**config.mk**
```make
export PLATFORM = sky130hd
export DESIGN_NAME = mem_access_ctrl
export DESIGN_NICKNAME = d
export VERILOG_FILES = /design/src/rtl/mem_ctrl_pkg.sv /design/src/rtl/mem_rr_arbiter.sv /design/src/rtl/mem_access_ctrl.sv
export SDC_FILE = /design/constraint.sdc
export NUM_CORES = 1
export LEC_CHECK = 0
export BUFFER_PORTS_ARGS = -buffer_cell sky130_fd_sc_hd__buf_2
export CAP_MARGIN = 20
export CORE_MARGIN = 4
export CORE_UTILIZATION = 45
export CTS_CLUSTER_SIZE = 30
export DETAILED_ROUTE_END_ITERATION = 12
export PLACE_DENSITY = 0.77
export SLEW_MARGIN = 40
export SYNTH_ARGS = -nofsm -noshare
export SYNTH_HDL_FRONTEND = slang
export SYNTH_SLANG_ARGS = --single-unit
```
**constraint.sdc**
```tcl
create_clock -name clk -period 3.05 [get_ports clk]
set_input_delay 0.305 -clock clk [delete_from_list [all_inputs] [get_ports clk]]
set_output_delay 0.305 -clock clk [all_outputs]
set_load 0.01 [all_outputs]
```
**src/rtl/mem_ctrl_pkg.sv**
```systemverilog
// Shared types and constants for the memory access sequencer and its arbiter.
package mem_ctrl_pkg;

    typedef enum logic [2:0] {
        IDLE,
        LOAD_MAR,
        ACCESS,
        CAPTURE,
        DONE
    } state_t;

    localparam logic PORT_FETCH = 1'b0;
    localparam logic PORT_DATA  = 1'b1;

    localparam int unsigned ADDR_W_DEF  = 9;
    localparam int unsigned DATA_W_DEF  = 32;
    localparam int unsigned RAM_LAT_MIN = 1;
    localparam int unsigned RAM_LAT_MAX = 7;

endpackage

```
**src/rtl/mem_rr_arbiter.sv**
```systemverilog
// Two-way round-robin arbiter between the fetch and data ports.
module mem_rr_arbiter
    import mem_ctrl_pkg::*;
(
    input  logic       clk,
    input  logic       rst_n,
    input  logic       fetch_req,
    input  logic       data_req,
    input  logic       grant_en,
    output logic [1:0] grant
);

    logic last_grant;

    // bit 0 = fetch, bit 1 = data; a tie goes to the port not served last
    always_comb begin
        grant = '0;
        if (grant_en) begin
            if (fetch_req && data_req) begin
                if (last_grant == PORT_DATA) begin
                    grant = 2'b01;
                end else begin
                    grant = 2'b10;
                end
            end else if (fetch_req) begin
                grant = 2'b01;
            end else if (data_req) begin
                grant = 2'b10;
            end
        end
    end

    always_ff @(posedge clk or negedge rst_n) begin
        if (!rst_n) begin
            last_grant <= PORT_DATA;
        end else if (grant_en && (grant != 2'b00)) begin
            last_grant <= grant[1];
        end
    end

endmodule

```
**src/rtl/mem_access_ctrl.sv**
```systemverilog
// Memory-side sequencer: grants one request at a time and walks it through
// MAR load, a fixed-latency RAM access and (for reads) MDR capture.
module mem_access_ctrl
    import mem_ctrl_pkg::*;
#(
    parameter int unsigned ADDR_W  = ADDR_W_DEF,
    parameter int unsigned DATA_W  = DATA_W_DEF,
    parameter int unsigned RAM_LAT = 1
) (
    input  logic clk,
    input  logic Clear_n,
    input  logic fetch_req,
    input  logic data_req,
    input  logic data_we,
    output logic fetch_done,
    output logic data_done,
    output logic mar_sel,
    output logic MARIn,
    output logic MDRIn,
    output logic Read,
    output logic mem_rd,
    output logic mem_wr,
    output logic busy
);

    if (RAM_LAT < RAM_LAT_MIN || RAM_LAT > RAM_LAT_MAX || ADDR_W == 0 || DATA_W == 0) begin : g_bad_param
        $error("mem_access_ctrl: RAM_LAT must be within 1..7 and widths non-zero");
    end

    localparam logic [2:0] CNT_INIT = 3'(RAM_LAT - 1);

    state_t     state;
    logic [2:0] cnt;
    logic       port;
    logic       is_write;
    logic       grant_en;
    logic [1:0] grant;

    assign grant_en = (state == IDLE);

    mem_rr_arbiter u_arb (
        .clk      (clk),
        .rst_n    (Clear_n),
        .fetch_req(fetch_req),
        .data_req (data_req),
        .grant_en (grant_en),
        .grant    (grant)
    );

    // Outputs are set on the edge entering each state so they align with it.
    always_ff @(posedge clk or negedge Clear_n) begin
        if (!Clear_n) begin
            state      <= IDLE;
            cnt        <= '0;
            port       <= PORT_FETCH;
            is_write   <= 1'b0;
            fetch_done <= 1'b0;
            data_done  <= 1'b0;
            mar_sel    <= 1'b0;
            MARIn      <= 1'b0;
            MDRIn      <= 1'b0;
            Read       <= 1'b0;
            mem_rd     <= 1'b0;
            mem_wr     <= 1'b0;
            busy       <= 1'b0;
        end else begin
            case (state)
                IDLE: begin
                    if (grant != 2'b00) begin
                        port     <= grant[1];
                        is_write <= grant[1] & data_we;
                        mar_sel  <= grant[1];
                        MARIn    <= 1'b1;
                        busy     <= 1'b1;
                        state    <= LOAD_MAR;
                    end
                end
                LOAD_MAR: begin
                    MARIn  <= 1'b0;
                    cnt    <= CNT_INIT;
                    mem_rd <= ~is_write;
                    mem_wr <= is_write;
                    state  <= ACCESS;
                end
                ACCESS: begin
                    if (cnt == 3'd0) begin
                        mem_rd <= 1'b0;
                        mem_wr <= 1'b0;
                        if (is_write) begin
                            fetch_done <= (port == PORT_FETCH);
                            data_done  <= (port == PORT_DATA);
                            state      <= DONE;
                        end else begin
                            MDRIn <= 1'b1;
                            Read  <= 1'b1;
                            state <= CAPTURE;
                        end
                    end else begin
                        cnt <= cnt - 3'd1;
                    end
                end
                CAPTURE: begin
                    MDRIn      <= 1'b0;
                    Read       <= 1'b0;
                    fetch_done <= (port == PORT_FETCH);
                    data_done  <= (port == PORT_DATA);
                    state      <= DONE;
                end
                DONE: begin
                    fetch_done <= 1'b0;
                    data_done  <= 1'b0;
                    busy       <= 1'b0;
                    state      <= IDLE;
                end
                default: begin
                    state <= IDLE;
                end
            endcase
        end
    end

endmodule

```
==> impl_metrics.ini <==
[power]
ir_worst_vdd_mv = 0.5590
power.density_nw_per_um2 = 990.1
power_uw = 944.0
p_leak_uw = 0.0004304

[sta]
finalCritPeriodShare_pct = 49.49
min_period_ns = 1.509
relSlewSlack_pct = 57.11
hold_viol = 0
tightest_slew_ns = 0.6434
rsz0062_at_grt = false
skew_ns = 0.0006255
setup_viol = 0
drv_slew = 0
clock.fmax_mhz = 662.6
finalSetupTns_ns = 0

[setup_path]
rrSetupSlack_ns = 1.54
required_ns = 3.23
path_class = reg2reg
cp_data_arrival_time_ns = 1.69
crit_fanout = 23
critPathLaunchType = register
cp-end-kind = register

[cts]
cts_tree = done
clk_latency_ns = 0.28
clk_pin_slew_ns = 0.09
cts-htree-levels = 1
hold_buffers = 1
numCtsBuffers = 3
clock-sinks = 16
root_buffer = clkbuf_4
cts_buffer_depth = 2
post_cts_buffers = 0
cts_resized = 0

[route]
wl_met1_um = 785
viasPerCell = 5.545
dr.max_layer_used = met4
wire_per_inst_um = 13.22
drt_iter0_drc = 9
drc = 0
drt-total-wl_um = 1600
met3RoutedLength_um = 53
num_vias = 671
drt_pass1_iterations = 4
antenna_left = 0
wl_met2_um = 744

[run]
maxCapViolations = 0

[global_route]
grt-ovfl-total = 0
grt_max_degree = 24
grt_pass1_vias = 609
grt_pass1_wl_um = 2753
antenna_found_initial = 0
track_usage_pct = 13.81

[die]
core_area_um2 = 1745
rows = 15
fp.dieH_um = 51.23
die-area_um2 = 2624
initial_core_util_pct = 48.17
io_pins = 14
dieWidth_um = 51.23

[cells_and_area]
antennaDiodeCount = 0
syn2layout_area_growth_pct = 13.39
fin_cells = 121
fin_nets = 104
drive_gt1_share_pct = 21.88

[run_status]
status = complete, no violations

[logic_synthesis]
netlist_top_cells_area = dfrtp_1, a21oi_1, a22o_1
synth-warning-count = 0
synth_edf_count = 0
synth-async-reset-ratio_pct = 100.0
netlist_top_cells_count = a21oi_1, dfrtp_1, a22o_1, inv_1, nor2_1
post_synth_inst_count = 83
synth_top_area_share_pct = 44.64
synth_flop_cell = dfrtp_1
synth_area_um2 = 840.8
yosysSeqAreaShare_pct = 47.77
synth_top_area_cell = dfrtp_1
syn_area_per_cell_um2 = 10.13
syn-num-nets = 90
synth-seq-cells = 16
synth_cell_types = 32

[placed_design]
place_hpwl_um = 1145
routabilityCongestion = 0.7164
dp_cells = 116
numPortBuffers = 13

[worst_hold_path]
hp-class = in2reg
==> layer usage <==
metal  up-vias  track usage, %
met5         -               0
met4         0           7.424
met3         2           2.915
met2         8           20.60
met1       328           18.63
li1        333               -
==> where the power goes <==
group          internal, uW  switching, uW
clock network          72.6           66.5
registers               299            129
logic                   178            199
==> worst paths after layout <==
path,endpoint,cells past startpoint,start
setup / recovery,is_write,3,state[0]
hold / removal,u_arb.last_grant,2,fetch_req
setup reg to reg,is_write,3,state[0]
hold reg to reg,fetch_done,1,port
max in group asynchronous,u_arb.last_grant,2,Clear_n
min in group asynchronous,cnt[1],2,Clear_n
==> cells by family after synthesis <==
| group | share of synthesized area [%] |
|---|---|
| AOI/OAI and AO/OA | 22.62 |
| adders and majority gates | 2.976 |
| and+or+nand+nor | 20.09 |
| muxes | 1.191 |
| buffers and inverters | 5.356 |
| DFF | 47.77 |
==> layout by cell type, fill, tap and decap left out, types with 3 or more instances in the layout <==
master	netlist	routed
buf_2	3	13
nand2b_1	3	3
inv_1	4	4
or2_1	3	3
clkbuf_4	0	3
nor2_1	4	4
a22o_1	4	4
dfrtp_1	15	15
a21oi_1	15	15
nor3_1	3	3
==> state kept, by name, indices dropped and copies added, names as in the netlist <==
signal            count
mem_wr                1
port                  1
data_done             1
MARIn                 1
state                 3
busy                  1
u_arb.last_grant      1
cnt                   3
is_write              1
mem_rd                1
Read                  1
fetch_done            1
==> critical path, stage by stage (launching register included) <==
cell and delay [ns]:
dfrtp_1 0.63, nor3_2 0.44, a21oi_1 0.12, a41o_1 0.22
==> metrics by stage <==
| stage | instance area (um^2) | hold slack (ns) | setup slack [ns] | utilization, % |
|---|---|---|---|---|
| finish | 953.4 | 0.2014 | 1.541 | 54.62 |
| global route | 953.4 | 0.2169 | 1.413 | 54.62 |
| CTS | 953.4 | 0.1943 | 1.554 | 54.62 |
| detailed placement | 907.1 | 0.2390 | 1.574 | 51.97 |
| global placement | 907.1 | 0.2372 | 1.587 | 51.97 |
| floorplan | 840.8 | 0.009409 | 1.689 | - |
==> final cells by class <==
cell class                 instances  area, um^2
clock buffer                       4       36.28
fill                             170       792.0
inverter                           4       15.01
multi-input combinational         58       394.1
sequential                        16       401.6
tap                               25       31.28
timing repair buffer              14       75.07
(Power assumes the default switching activity.)
